`config.mk`:
```
export PLATFORM = sky130hd
export DESIGN_NAME = mc_seq_ctrl_flat
export DESIGN_NICKNAME = d
export VERILOG_FILES = /design/src/rtl/mc_seq_ctrl_if.sv /design/src/rtl/mc_seq_ctrl.sv /design/src/flat_wrapper.sv
export SDC_FILE = /design/constraint.sdc
export NUM_CORES = 1
export LEC_CHECK = 0
export ABC_AREA = 1
export BUFFER_PORTS_ARGS = -buffer_cell sky130_fd_sc_hd__buf_2
export CAP_MARGIN = 25
export CORE_ASPECT_RATIO = 1.5
export CORE_MARGIN = 4
export CORE_UTILIZATION = 55
export CTS_CLUSTER_DIAMETER = 40
export DETAILED_ROUTE_END_ITERATION = 12
export PLACE_DENSITY = 0.88
export SLEW_MARGIN = 20
export SYNTH_ARGS = -nofsm -noshare
export SYNTH_HDL_FRONTEND = slang
export SYNTH_SLANG_ARGS = --single-unit
```
`constraint.sdc`:
```
create_clock -name clk -period 1.97 [get_ports clk]
set_input_delay 0 -clock clk [delete_from_list [all_inputs] [get_ports clk]]
set_output_delay 0 -clock clk [all_outputs]
set_load 0.01 [all_outputs]
```
`src/rtl/mc_seq_ctrl_if.sv`:
```
// Control/bus bundle between the multi-cycle sequencer (master) and the RV32I
// datapath plus shared memory port (slave).
interface mc_seq_ctrl_if;
  logic [6:0]  opcode;
  logic [2:0]  funct3;
  logic [6:0]  funct7;
  logic        mem_ready;
  logic        branch_taken;

  logic        mem_req;
  logic        mem_we;
  logic        addr_sel;
  logic        ir_we;
  logic        pc_we;
  logic [1:0]  pc_src;
  logic [1:0]  alu_src;
  logic [3:0]  alu_op;
  logic        reg_we;
  logic [1:0]  wb_sel;
  logic        illegal;
  logic [31:0] instret;

  modport master (
    input  opcode, funct3, funct7, mem_ready, branch_taken,
    output mem_req, mem_we, addr_sel, ir_we, pc_we, pc_src, alu_src,
           alu_op, reg_we, wb_sel, illegal, instret
  );

  modport slave (
    output opcode, funct3, funct7, mem_ready, branch_taken,
    input  mem_req, mem_we, addr_sel, ir_we, pc_we, pc_src, alu_src,
           alu_op, reg_we, wb_sel, illegal, instret
  );
endinterface

```
`src/rtl/mc_seq_ctrl.sv`:
```
// Multi-cycle FETCH/DECODE/EXEC/MEM/WB sequencer for an RV32I datapath with a
// retired-instruction counter. Define MC_ILLEGAL_TRAP_EN to trap on illegal ops.
module mc_seq_ctrl (
  input  logic          clk,
  input  logic          rst_n,
  mc_seq_ctrl_if.master bus
);

`ifdef MC_ILLEGAL_TRAP_EN
  typedef enum logic [2:0] {
    S_IDLE, S_FETCH, S_DECODE, S_EXEC, S_MEM, S_WB, S_TRAP
  } state_e;
`else
  typedef enum logic [2:0] {
    S_IDLE, S_FETCH, S_DECODE, S_EXEC, S_MEM, S_WB
  } state_e;
`endif

  typedef enum logic [2:0] {
    C_R, C_IALU, C_LOAD, C_STORE, C_BRANCH, C_JAL, C_JALR, C_ILL
  } class_e;

  typedef enum logic [3:0] {
    ALU_ADD  = 4'b0000,
    ALU_SUB  = 4'b0001,
    ALU_AND  = 4'b0010,
    ALU_OR   = 4'b0011,
    ALU_XOR  = 4'b0100,
    ALU_SLL  = 4'b0101,
    ALU_SRL  = 4'b0110,
    ALU_SRA  = 4'b0111,
    ALU_SLT  = 4'b1000,
    ALU_SLTU = 4'b1001
  } alu_op_e;

  localparam logic [6:0] OP_R      = 7'b0110011;
  localparam logic [6:0] OP_IALU   = 7'b0010011;
  localparam logic [6:0] OP_LOAD   = 7'b0000011;
  localparam logic [6:0] OP_STORE  = 7'b0100011;
  localparam logic [6:0] OP_BRANCH = 7'b1100011;
  localparam logic [6:0] OP_JAL    = 7'b1101111;
  localparam logic [6:0] OP_JALR   = 7'b1100111;

  localparam logic [6:0] F7_BASE = 7'b0000000;
  localparam logic [6:0] F7_ALT  = 7'b0100000;

  state_e      state_q;
  class_e      class_q, class_d;
  alu_op_e     alu_op_q, alu_op_d;
  logic [31:0] instret_q, instret_d;
  logic        retire;

  // NOTE: every variable gets a default before the case so no path leaves it
  // unassigned; a missing default here would infer a latch.
  always_comb begin
    class_d  = C_ILL;
    alu_op_d = ALU_ADD;
    case (bus.opcode)
      OP_R: begin
        class_d = C_R;
        case ({bus.funct7, bus.funct3})
          {F7_BASE, 3'b000}: alu_op_d = ALU_ADD;
          {F7_ALT,  3'b000}: alu_op_d = ALU_SUB;
          {F7_BASE, 3'b001}: alu_op_d = ALU_SLL;
          {F7_BASE, 3'b010}: alu_op_d = ALU_SLT;
          {F7_BASE, 3'b011}: alu_op_d = ALU_SLTU;
          {F7_BASE, 3'b100}: alu_op_d = ALU_XOR;
          {F7_BASE, 3'b101}: alu_op_d = ALU_SRL;
          {F7_ALT,  3'b101}: alu_op_d = ALU_SRA;
          {F7_BASE, 3'b110}: alu_op_d = ALU_OR;
          {F7_BASE, 3'b111}: alu_op_d = ALU_AND;
          default:           class_d  = C_ILL;
        endcase
      end
      OP_IALU: begin
        class_d = C_IALU;
        case (bus.funct3)
          3'b000: alu_op_d = ALU_ADD;
          3'b010: alu_op_d = ALU_SLT;
          3'b011: alu_op_d = ALU_SLTU;
          3'b100: alu_op_d = ALU_XOR;
          3'b110: alu_op_d = ALU_OR;
          3'b111: alu_op_d = ALU_AND;
          3'b001: begin
            if (bus.funct7 == F7_BASE) alu_op_d = ALU_SLL;
            else                       class_d  = C_ILL;
          end
          default: begin  // 3'b101: srli / srai share funct3
            if (bus.funct7 == F7_BASE)     alu_op_d = ALU_SRL;
            else if (bus.funct7 == F7_ALT) alu_op_d = ALU_SRA;
            else                           class_d  = C_ILL;
          end
        endcase
      end
      OP_LOAD:   class_d = C_LOAD;
      OP_STORE:  class_d = C_STORE;
      OP_BRANCH: begin
        class_d  = C_BRANCH;
        alu_op_d = ALU_SUB;
      end
      OP_JAL:    class_d = C_JAL;
      OP_JALR:   class_d = C_JALR;
      default:   class_d = C_ILL;
    endcase
  end

  // An illegal op in DECODE retires as a NOP only when it is not trapped.
  always_comb begin
    retire = 1'b0;
    case (state_q)
      S_WB:     retire = 1'b1;
      S_EXEC:   retire = (class_q == C_BRANCH);
      S_MEM:    retire = bus.mem_ready && (class_q == C_STORE);
`ifndef MC_ILLEGAL_TRAP_EN
      S_DECODE: retire = (class_d == C_ILL);
`endif
      default:  retire = 1'b0;
    endcase
    instret_d = retire ? instret_q + 32'd1 : instret_q;
  end

  // NOTE: sequential state uses non-blocking assignments so every register
  // samples pre-edge values, independent of statement order.
  always_ff @(posedge clk or negedge rst_n) begin
    if (!rst_n) begin
      state_q   <= S_IDLE;
      class_q   <= C_ILL;
      alu_op_q  <= ALU_ADD;
      instret_q <= '0;
    end else begin
      instret_q <= instret_d;
      case (state_q)
        S_IDLE:  state_q <= S_FETCH;
        S_FETCH: if (bus.mem_ready) state_q <= S_DECODE;
        S_DECODE: begin
          class_q  <= class_d;
          alu_op_q <= alu_op_d;
`ifdef MC_ILLEGAL_TRAP_EN
          state_q  <= (class_d == C_ILL) ? S_TRAP : S_EXEC;
`else
          state_q  <= (class_d == C_ILL) ? S_FETCH : S_EXEC;
`endif
        end
        S_EXEC: begin
          case (class_q)
            C_LOAD, C_STORE: state_q <= S_MEM;
            C_BRANCH:        state_q <= S_FETCH;
            default:         state_q <= S_WB;
          endcase
        end
        S_MEM: begin
          if (bus.mem_ready) state_q <= (class_q == C_LOAD) ? S_WB : S_FETCH;
        end
        S_WB:    state_q <= S_FETCH;
`ifdef MC_ILLEGAL_TRAP_EN
        S_TRAP:  state_q <= S_TRAP;
`endif
        default: state_q <= S_IDLE;
      endcase
    end
  end

  // Controls depend only on state and the latched class, except the two
  // datapath handshakes that qualify writes (mem_ready, branch_taken).
  always_comb begin
    bus.mem_req  = 1'b0;
    bus.mem_we   = 1'b0;
    bus.addr_sel = 1'b0;
    bus.ir_we    = 1'b0;
    bus.pc_we    = 1'b0;
    bus.pc_src   = 2'b00;
    bus.alu_src  = 2'b00;
    bus.alu_op   = 4'b0000;
    bus.reg_we   = 1'b0;
    bus.wb_sel   = 2'b00;
    case (state_q)
      S_FETCH: begin
        bus.mem_req = 1'b1;
        bus.ir_we   = bus.mem_ready;
        bus.pc_we   = bus.mem_ready;
      end
      S_EXEC: begin
        bus.alu_op  = alu_op_q;
        bus.alu_src = (class_q == C_R || class_q == C_BRANCH) ? 2'b00 : 2'b01;
        case (class_q)
          C_BRANCH: begin
            bus.pc_we  = bus.branch_taken;
            bus.pc_src = 2'b01;
          end
          C_JAL: begin
            bus.pc_we  = 1'b1;
            bus.pc_src = 2'b01;
          end
          C_JALR: begin
            bus.pc_we  = 1'b1;
            bus.pc_src = 2'b10;
          end
          default: ;
        endcase
      end
      S_MEM: begin
        bus.mem_req  = 1'b1;
        bus.addr_sel = 1'b1;
        bus.mem_we   = (class_q == C_STORE);
      end
      S_WB: begin
        bus.reg_we = 1'b1;
        case (class_q)
          C_LOAD:         bus.wb_sel = 2'b01;
          C_JAL, C_JALR:  bus.wb_sel = 2'b10;
          default:        bus.wb_sel = 2'b00;
        endcase
      end
      default: ;
    endcase
  end

`ifdef MC_ILLEGAL_TRAP_EN
  assign bus.illegal = (state_q == S_TRAP);
`else
  assign bus.illegal = 1'b0;
`endif

  assign bus.instret = instret_q;

endmodule

```
`src/flat_wrapper.sv`:
```
// flat-port wrapper written by rule: the top's interface ports become plain ports
module mc_seq_ctrl_flat 
  (clk, rst_n, bus_opcode, bus_funct3, bus_funct7, bus_mem_ready, bus_branch_taken, bus_mem_req, bus_mem_we, bus_addr_sel, bus_ir_we, bus_pc_we, bus_pc_src, bus_alu_src, bus_alu_op, bus_reg_we, bus_wb_sel, bus_illegal, bus_instret);
  mc_seq_ctrl_if bus_i ();
  input  logic clk;
  input  logic rst_n;
  input wire logic [$bits(bus_i.opcode)-1:0] bus_opcode;
  input wire logic [$bits(bus_i.funct3)-1:0] bus_funct3;
  input wire logic [$bits(bus_i.funct7)-1:0] bus_funct7;
  input wire logic [$bits(bus_i.mem_ready)-1:0] bus_mem_ready;
  input wire logic [$bits(bus_i.branch_taken)-1:0] bus_branch_taken;
  output wire logic [$bits(bus_i.mem_req)-1:0] bus_mem_req;
  output wire logic [$bits(bus_i.mem_we)-1:0] bus_mem_we;
  output wire logic [$bits(bus_i.addr_sel)-1:0] bus_addr_sel;
  output wire logic [$bits(bus_i.ir_we)-1:0] bus_ir_we;
  output wire logic [$bits(bus_i.pc_we)-1:0] bus_pc_we;
  output wire logic [$bits(bus_i.pc_src)-1:0] bus_pc_src;
  output wire logic [$bits(bus_i.alu_src)-1:0] bus_alu_src;
  output wire logic [$bits(bus_i.alu_op)-1:0] bus_alu_op;
  output wire logic [$bits(bus_i.reg_we)-1:0] bus_reg_we;
  output wire logic [$bits(bus_i.wb_sel)-1:0] bus_wb_sel;
  output wire logic [$bits(bus_i.illegal)-1:0] bus_illegal;
  output wire logic [$bits(bus_i.instret)-1:0] bus_instret;
  assign bus_i.opcode = bus_opcode;
  assign bus_i.funct3 = bus_funct3;
  assign bus_i.funct7 = bus_funct7;
  assign bus_i.mem_ready = bus_mem_ready;
  assign bus_i.branch_taken = bus_branch_taken;
  assign bus_mem_req = bus_i.mem_req;
  assign bus_mem_we = bus_i.mem_we;
  assign bus_addr_sel = bus_i.addr_sel;
  assign bus_ir_we = bus_i.ir_we;
  assign bus_pc_we = bus_i.pc_we;
  assign bus_pc_src = bus_i.pc_src;
  assign bus_alu_src = bus_i.alu_src;
  assign bus_alu_op = bus_i.alu_op;
  assign bus_reg_we = bus_i.reg_we;
  assign bus_wb_sel = bus_i.wb_sel;
  assign bus_illegal = bus_i.illegal;
  assign bus_instret = bus_i.instret;
  mc_seq_ctrl u_core (.clk(clk), .rst_n(rst_n), .bus(bus_i));
endmodule
```
# After elaboration in Yosys (flattened, before gate mapping)
# Index checks and enable logic that the tools add are counted.
[totals] in_bits=21 register_bits=42 out_inout_bits=49 word_cells=89
[classes] mux=33 n_eq_ne=36 add_sub_neg=1 reduce_logical=15
[op_table] operator="equality test 10 x 3 -> 1 bit (second input constant)" count=4
[op_table] operator="one-hot mux 4 bit (9 select lines)" count=1
[op_table] operator="adder 32 x 1 -> 32 bit (second input constant)" count=1
[op_table] operator="one-hot mux 4 bit (7 select lines)" count=1
[op_table] operator="equality test 3 bit (second input constant)" count=9
[op_table] operator="two-way mux 3 bit" count=9
[op_table] operator="equality test 7 x 6 -> 1 bit (second input constant)" count=3
[op_table] operator="equality test 7 bit (second input constant)" count=3
[op_table] operator="one-hot mux 3 bit (7 select lines)" count=1
[op_table] operator="equality test 10 x 2 -> 1 bit (second input constant)" count=2
[op_table] operator="equality test 10 x 9 -> 1 bit (second input constant)" count=2
[op_table] operator="equality test 3 x 2 -> 1 bit (second input constant)" count=6
[op_table] operator="one-hot mux 3 bit (5 select lines)" count=1
[op_table] operator="one-hot mux 3 bit (2 select lines)" count=2
[op_table] operator="one-hot mux 4 bit (3 select lines)" count=1
[op_table] operator="equality test 10 x 1 -> 1 bit (second input constant)" count=1
[op_table] operator="logical NOT 10 bit" count=1
[op_table] operator="OR reduction 10 bit" count=1
[op_table] operator="OR reduction 2 bit" count=5
[op_table] operator="logical NOT 3 bit" count=3
[op_table] operator="two-way mux 2 bit" count=4
[op_table] operator="two-way mux 4 bit" count=2
[op_table] operator="one-hot mux 2 bit (2 select lines)" count=2
[op_table] operator="equality test 7 x 2 -> 1 bit (second input constant)" count=1
[op_table] operator="other kinds (11)" count=19

# Depth between registers and ports, before layout
# Gate-level depths: netlist of run 1.
[depth] word_depth=8 mapped_depth=14 mapped_depth_nobuf=13

# Worst setup path before layout of run 1
# No wires, ideal clock.
[synth_path] path_type="register -> register" start="register u_core.state_q[1]" end="register u_core.instret_q[13] (netlist: u_core.bus.instret[13])" path_buffers=1 slack_ps=242 path_stages_with_launch=10 setup_ps=117 period_less_slack_ps=1728 t_required_ps=1853 arrival_ps=1611 path_cell_list="dfrtp_1 > inv_2 > nand2_1 > nor2_2 > inv_2 > nor3_1 > a221oi_2 > buf_2 > nand3_1 > nand2_1"
[synth_between] elab_chain_len=2 word_cells_on_any_way=5 cone_classes="eq/ne (4); mux (1)"
[synth_lines] item="from (decl)" line_no="mc_seq_ctrl.sv:47" rtl="state_e state_q;"
[synth_lines] item="from (signal assigned)" line_no="mc_seq_ctrl.sv:141" rtl="state_q <= (class_d == C_ILL) ? S_FETCH : S_EXEC;"
[synth_lines] item="from (signal assigned)" line_no="mc_seq_ctrl.sv:152" rtl="if (bus.mem_ready) state_q <= (class_q == C_LOAD) ? S_WB : S_FETCH;"
[synth_lines] item="equality test 3 x 2 -> 1 bit or equality test 3 bit (tied branches)" line_no="mc_seq_ctrl.sv:110" rtl="case (state_q)"
[synth_lines] item="one-hot mux 1 bit (4 select lines) *" line_no="mc_seq_ctrl.sv:110"
[synth_lines] item="to (signal assigned)" line_no="mc_seq_ctrl.sv:131" rtl="instret_q <= instret_d;"
[synth_lines] item="to (decl)" line_no="mc_seq_ctrl.sv:50" rtl="logic [31:0] instret_q, instret_d;"
# Mark *: on every way between the ends. The rest lies on a longest branch, timed or not.
# A chain may end at the register's enable or synchronous reset.

# Worst setup path after layout of run 1
[layout_path] start="register u_core.instret_q[4] (netlist: u_core.bus.instret[4])" end="register u_core.instret_q[27] (netlist: u_core.bus.instret[27])"
[layout_between] elab_chain_len=1
[layout_lines] item="adder 32 x 1 -> 32 bit" line_no="mc_seq_ctrl.sv:119" rtl="instret_d = retire ? instret_q + 32'd1 : instret_q;"
# No other way between the ends.

==> impl_metrics.csv, run 1 <==
group,metric,value,unit
critical_path,crit_slowest_cell,"dfrtp_1",
critical_path,start_kind,"register",
clock_network,cts_max_level,2,
route,drt_wl_total,8960,um
grt,grt_pass1_vias,3366,
logic_synthesis,synthCells,482,
clock_network,cts_buffer_depth,2,
grt,grtUsageTotal,26.7,%
clock_network,tritoncts,"yes",
timing,period_needed,1840,ps
cells_and_area,final_util,66.2,%
critical_path,crit_fanout,5,
critical_path,slowest_delay,440,ps
floorplanning,dieWidth,69.9,um
logic_synthesis,synth_compound_area_share,6.42,%
critical_path,required,2160,ps
logic_synthesis,ys_seq_area_share,33.4,%
cells_and_area,nFillCells,513,
grt,grt_max_degree,43,
worst_hold_path,hold_depth,4,
placement,postPlaceCellArea,3560,um^2
placement,hpwlAfterDp,7030,um
run_status,status,"finished, final reports clean",
route,vias,3466,
route,drt_iter0_markers,257,
power,p_switching,0.00113,W
placement,io_buffers,67,
timing,finalSetupTns,0,ps
timing,drv_slew,0,
timing,worst_pin_slew,520,ps
floorplanning,dieHeight,101,um
critical_path,critPathArrivalTime,2030,ps
power,cellLeakagePower,1.96,nW
logic_synthesis,netlist.top_cell.by_area,"dfrtp_1",
logic_synthesis,synth.mux.area_fraction,0,%
logic_synthesis,async_reset_ff_share,100,%
cells_and_area,stdcell_area,3660,um^2
power,p_int,0.00157,W
placement,routabilityCongestion,1.01,
clock_network,clock_latency,290,ps
logic_synthesis,yosys.area_share.simple,41.3,%
timing,fmax,0.542,GHz
clock_network,cts-root-buf,"clkbuf_8",
worst_hold_path,min_path_type,"in -> reg",
grt,overflow,0,
timing,period_share,93.6,%
logic_synthesis,yosys_warnings,0,
route,route.detailed.drc,0,
timing,hold_slack,89.3,ps
route,drtPass1Iterations,5,
floorplanning,rows,33,
critical_path,crit_chain,"nand2_1 -> nor3_1 -> nand2_1 -> nor2_1 -> nand2_1 -> xor2_1 -> nand2_1 -> nand2_1",
logic_synthesis,synth_area,3160,um^2
route,wire_per_inst,14.4,um
cells_and_area,layout.nets,575,
power,power_frac_seq,40.9,%
logic_synthesis,synth_top_family_by_area,"simple AND/OR/NAND/NOR gates",
floorplanning,start_util,57.1,%
logic_synthesis,synth_xor_area_share,8.32,%
logic_synthesis,yosysUniqueCellTypes,37,
timing,setup_viol,0,
floorplanning,coreArea,5530,um^2
critical_path,reg2reg_depth,8,
timing,rsz0062_at_grt,"false",
flow_run,maxCapViolations,0,
cells_and_area,syn2layout_area_growth,16.0,%
grt,grt_pass1_wl,15200,um
power,combPwrFrac,39.6,%
power,power_frac_clock,19.5,%
grt,antenna_found_initial,0,
timing,fin_worst_skew,12.1,ps
logic_synthesis,ys_top_cells_by_area,"dfrtp_1 31%, nand2_1 18%, nand3_1 8.1%, xor2_1 7.2%, nor2_1 6.9%",
clock_network,cts_made_buffers,5,
floorplanning,die_area,7050,um^2
critical_path,end_kind,"register",
logic_synthesis,synth-main-ff-cell,"dfrtp_1",
floorplanning,ioPinCount,70,
power,sw_frac_of_total,41.8,%
cells_and_area,diodes,0,
timing,hold_viol_final,0,
logic_synthesis,synthAdderAreaFrac,0.396,%
logic_synthesis,synth-edff-count,0,
route,detail-route-antenna-nets,0,
logic_synthesis,synth.avg_cell_area,6.55,um^2
timing,maxSlewHeadroom,65.0,%
logic_synthesis,ys_ff_latch,42,
clock_network,path_clk_slew,80,ps
power,power.density,735,nW/um^2
logic_synthesis,yosysTopAreaCellShare,30.9,%
cells_and_area,layout-drive-gt1-share,18.3,%
critical_path,critPathKind,"reg -> reg",
power,vdd_drop_max,0.000517,V
route,viasPerCell,5.56,
clock_network,cts_sinks,42,
critical_path,critPathMostFrequentCell,"nand2_1",
## cell usage after synthesis (3+ instances only)
cell type,n
o21ai_0,14
a21oi_1,7
xnor2_1,4
nand4_1,7
xor2_1,26
nor4_1,7
nand3_1,51
nand2_1,149
nand2_2,3
buf_6,4
nor2_2,5
inv_1,56
dfstp_2,3
buf_2,6
nor3_1,18
dfrtp_1,39
nor2_1,58
## final timing paths
| check | start | to | slack (ps) |
|---|---|---|---|
| min reg2reg | u_core.class_q[2]$_DFFE_PN1P_ | u_core.class_q[2]$_DFFE_PN1P_ | 520 |
| max in group asynchronous | rst_n | u_core.class_q[2]$_DFFE_PN1P_ | 1340 |
| min in group asynchronous | rst_n | u_core.bus.instret[7]$_DFFE_PN0P_ | 100 |
| min | bus_mem_ready | u_core.bus.instret[31]$_DFFE_PN0P_ | 90 |
| max reg2reg | u_core.bus.instret[4]$_DFFE_PN0P_ | u_core.bus.instret[27]$_DFFE_PN0P_ | 130 |
| max | u_core.bus.instret[4]$_DFFE_PN0P_ | u_core.bus.instret[27]$_DFFE_PN0P_ | 130 |
## power groups by stage
stage	logic [W]	registers [W]	clock network, W
after floorplan	0.000748	0.00111	0
after global placement	0.00102	0.00111	0
after detailed placement	0.00105	0.00112	0
after CTS	0.00106	0.00110	0.000544
after global routing	0.00121	0.00112	0.000579
final	0.00107	0.00110	0.000527
## state kept, by name (all words and copies together) (netlist names)
| signal | cells |
|---|---|
| u_core.alu_op_q | 4 |
| u_core.class_q | 3 |
| u_core.bus.instret | 32 |
| u_core.state_q | 3 |
## per-stage QoR
| step | power [W] | cells | worst slack (ps) |
|---|---|---|---|
| final | 0.00270 | 623 | 125 |
| after floorplan | 0.00186 | 483 | 242 |
| after CTS | 0.00270 | 622 | 193 |
| after global placement | 0.00213 | 614 | 213 |
| after global routing | 0.00291 | 623 | 6.10 |
| after detailed placement | 0.00217 | 614 | 220 |
## cells in the final DEF (no fill, tap or decap), types with 2 or more instances in the layout
master | synthesis | routed
nor4_1 | 7 | 7
nand3_1 | 51 | 51
buf_4 | 2 | 7
dfstp_2 | 3 | 3
clkbuf_8 | 0 | 5
inv_1 | 56 | 56
nor2_2 | 5 | 5
o21ai_0 | 14 | 14
xor2_1 | 26 | 26
a21oi_1 | 7 | 7
dfrtp_1 | 39 | 39
nor2_4 | 2 | 2
xnor2_1 | 4 | 4
nand2_2 | 3 | 3
inv_2 | 2 | 2
nand4_1 | 7 | 7
clkinv_1 | 2 | 2
o22ai_1 | 2 | 2
buf_2 | 6 | 67
nor2_1 | 58 | 58
clkinv_2 | 0 | 2
conb_1 | 1 | 2
nand2_1 | 149 | 149
nor3_1 | 18 | 18
## cell families (layout without fill, tap and decap cells)
group / Yosys count / in the layout
flip-flops: 42 / 42
AND/OR/NAND/NOR: 302 / 302
adder cells (fa/ha/maj): 1 / 1
XOR/XNOR: 30 / 30
AO/OA/AOI/OAI: 33 / 33
other: 1 / 2
buffers and inverters: 73 / 143
## what timing repair did
item                                   4_1_cts  5_1_grt
hold buffers                                 1        0
buffers inserted                             0        0
endpoints found under the hold margin       39        0
gates resized for setup                      0        0
## routing by layer
metal | wire, um | vias to the layer above | part of all wire (%) | track usage, %
li1 | - | 1680 | - | -
met4 | 481 | 0 | 5.4 | 12.8
met3 | 454 | 45 | 5.1 | 3.29
met2 | 4790 | 148 | 53 | 51.7
met1 | 3240 | 1593 | 36 | 28.1
met5 | 0 | - | 0 | 0
## area by class of cell
class	instances	area [um^2]	area share [%]
multi-input cells	368	1800	49.1
flip-flops and latches	42	1050	28.8
repair buffers	76	418	11.4
inverters	60	225	6.15
well taps	70	87.6	2.39
clock buffers	5	68.8	1.88
clock inverters	2	10.0	0.273
## worst max-delay path, delay by kind of cell (launching register included)
kind             cells  cell delay [ps]
flip-flops           1              440
XOR/XNOR             1              150
AND/OR/NAND/NOR      7             1160
Power figures use the tool's default switching activity.
==> run 2: changes to the inputs <==
--- a/config.mk
+++ b/config.mk
@@ -9,11 +9,12 @@
 export BUFFER_PORTS_ARGS = -buffer_cell sky130_fd_sc_hd__buf_2
 export CAP_MARGIN = 25
 export CORE_ASPECT_RATIO = 1.5
-export CORE_MARGIN = 4
+export CORE_MARGIN = 3
 export CORE_UTILIZATION = 55
 export CTS_CLUSTER_DIAMETER = 40
 export DETAILED_ROUTE_END_ITERATION = 12
 export PLACE_DENSITY = 0.88
+export RECOVER_POWER = 100
 export SLEW_MARGIN = 20
 export SYNTH_ARGS = -nofsm -noshare
 export SYNTH_HDL_FRONTEND = slang
==> impl_metrics.csv, run 2 (synthesized netlist as in run 1, its figures left out) <==
group,metric,value,unit
run_status,status,"finished, final reports clean",
timing,rsz0062_at_grt,"false",
route,vias,3502,
clock_network,cts-root-buf,"clkbuf_8",
critical_path,rrSetupSlack,140,ps
clock_network,cts_sinks,42,
grt,antenna_found_initial,0,
cells_and_area,largest_register_ffs,32,
critical_path,required,2170,ps
placement,routabilityCongestion,1.00,
timing,setup_slack,137,ps
power,power.density,760,nW/um^2
worst_hold_path,min_path_type,"in -> reg",
route,wire_per_inst,14.7,um
power,vdd_drop_max,0.000548,V
critical_path,crit_fanout,5,
clock_network,cts_made_buffers,5,
floorplanning,die_area,6710,um^2
critical_path,crit_chain,"nand2_1 -> nor3_1 -> nand2_1 -> nor2_1 -> nand2_1 -> xnor2_1 -> nand2_1 -> nand2_1",
critical_path,critPathArrivalTime,2030,ps
power,cellLeakagePower,1.78,nW
clock_network,clock_latency,300,ps
timing,fmax,0.546,GHz
floorplanning,coreArea,5530,um^2
timing,period_share,93.0,%
grt,grt_pass1_vias,3341,
timing,maxSlewHeadroom,23.4,%
flow_run,maxCapViolations,0,
cells_and_area,multiInputGateArea,1830,um^2
critical_path,slowest_delay,470,ps
critical_path,critPathBufInv,0,
critical_path,r2r_start,"u_core.bus.instret[4]$_DFFE_PN0P_",
critical_path,start_kind,"register",
timing,period_needed,1830,ps
grt,grt_max_degree,43,
floorplanning,dieHeight,98.8,um
floorplanning,start_util,57.1,%
placement,io_buffers,67,
route,viasPerCell,5.59,
critical_path,critPathKind,"reg -> reg",
cells_and_area,layout-drive-gt1-share,10.8,%
cells_and_area,seqCellArea,1050,um^2
route,route.detailed.drc,0,
floorplanning,dieWidth,67.9,um
cells_and_area,diodes,0,
route,drtPass1Iterations,5,
clock_network,cts_max_level,2,
timing,finalSetupTns,0,ps
cells_and_area,layout_common_cells,"149 x nand2_1, 58 x nor2_1, 57 x inv_1, 51 x nand3_1, 46 x clkbuf_1",
critical_path,critPathMostFrequentCell,"nand2_1",
placement,hpwlAfterDp,6980,um
floorplanning,ioPinCount,70,
timing,setup_viol,0,
critical_path,crit_slowest_cell,"dfrtp_1",
route,detail-route-antenna-nets,0,
timing,fin_worst_skew,10.8,ps
route,drt_wl_total,9230,um
cells_and_area,nFillCells,544,
placement,pre_cts_slack,97.6,ps
timing,drv_slew,0,
grt,overflow,0,
floorplanning,rows,33,
worst_hold_path,min-delay-start,"bus_funct3[2]",
route,drt_iter0_markers,341,
timing,worst_pin_slew,1150,ps
clock_network,cts_buffer_depth,2,
timing,hold_viol_final,0,
critical_path,end_kind,"register",
cells_and_area,final_common_cell,"nand2_1",
grt,grtUsageTotal,28.1,%
critical_path,cp_top_family,"simple AND/OR/NAND/NOR gates",
cells_and_area,layout.nets,578,
grt,grt_pass1_wl,14600,um
cells_and_area,final_util,66.0,%
clock_network,path_clk_slew,90,ps
cells_and_area,syn2layout_area_growth,15.6,%
critical_path,startpoint,"u_core.bus.instret[4]$_DFFE_PN0P_",
clock_network,tritoncts,"yes",
## run 2: cell types whose count changed in the layout (fill, tap and decap cells not counted), moves of 2 or more
cell      delta
clkbuf_1    +46
buf_2       -45
buf_4        +2
nor3_1       -2
nor3_2       +2
## run 2: worst reg2reg max path: stages (launching register included)
cell and delay [ps]:
dfrtp_1 470, nand2_1 140, nor3_1 230, nand2_1 190, nor2_1 320, nand2_1 130
xnor2_1 140, nand2_1 70, nand2_1 60
## run 2: cell type report
| cell class | instances | area share, % |
|---|---|---|
| Timing Repair Buffer | 79 | 10.0 |
| Tap cell | 70 | 2.40 |
| Clock inverter | 2 | 0.342 |
| Clock buffer | 6 | 2.26 |
| Multi-Input combinational cell | 368 | 50.0 |
| Sequential cell | 42 | 28.9 |
| Inverter | 60 | 6.16 |
## run 2: report_power, final
group / internal [W] / switching [W] / total, W / leakage, nW
Sequential: 0.000990 / 0.0000990 / 0.00109 / 0.566
Clock: 0.000282 / 0.000304 / 0.000586 / 0.0472
Combinational: 0.000329 / 0.000771 / 0.00110 / 1.17
Total: 0.00160 / 0.00117 / 0.00278 / 1.78
## run 2: final timing paths
| kind | to | cells after the start |
|---|---|---|
| worst max register to register | u_core.bus.instret[29]$_DFFE_PN0P_ | 8 |
| worst min-delay path | u_core.alu_op_q[3]$_DFFE_PN0P_ | 4 |
| worst max-delay path | u_core.bus.instret[29]$_DFFE_PN0P_ | 8 |
| min in group asynchronous | u_core.bus.instret[8]$_DFFE_PN0P_ | 2 |
| worst min register to register | u_core.class_q[2]$_DFFE_PN1P_ | 2 |
| max in group asynchronous | u_core.bus.instret[20]$_DFFE_PN0P_ | 3 |
## run 2: routing by layer
layer | global-route usage [%] | vias to the layer above | wire (um)
li1 | - | 1680 | -
met1 | 29.1 | 1629 | 3310
met2 | 51.3 | 155 | 5010
met3 | 4.22 | 38 | 468
met4 | 15.6 | 0 | 444
met5 | 0 | - | 0
## run 2: timing repair
item,in CTS,in global routing
setup buffers,0,3
endpoints found under the hold margin,39,0
gates resized for setup,0,5
hold buffers,1,0
endpoints found under the setup margin,0,22
## run 2: per-stage QoR
stage	std cells	hold slack, ps	total power, W	cell area [um^2]
CTS	623	88.6	0.00274	3660
global route	627	126	0.00298	3650
global placement	614	176	0.00212	3560
floorplan	483	-296	0.00186	3160
finish	627	106	0.00278	3650
detailed placement	614	193	0.00216	3560
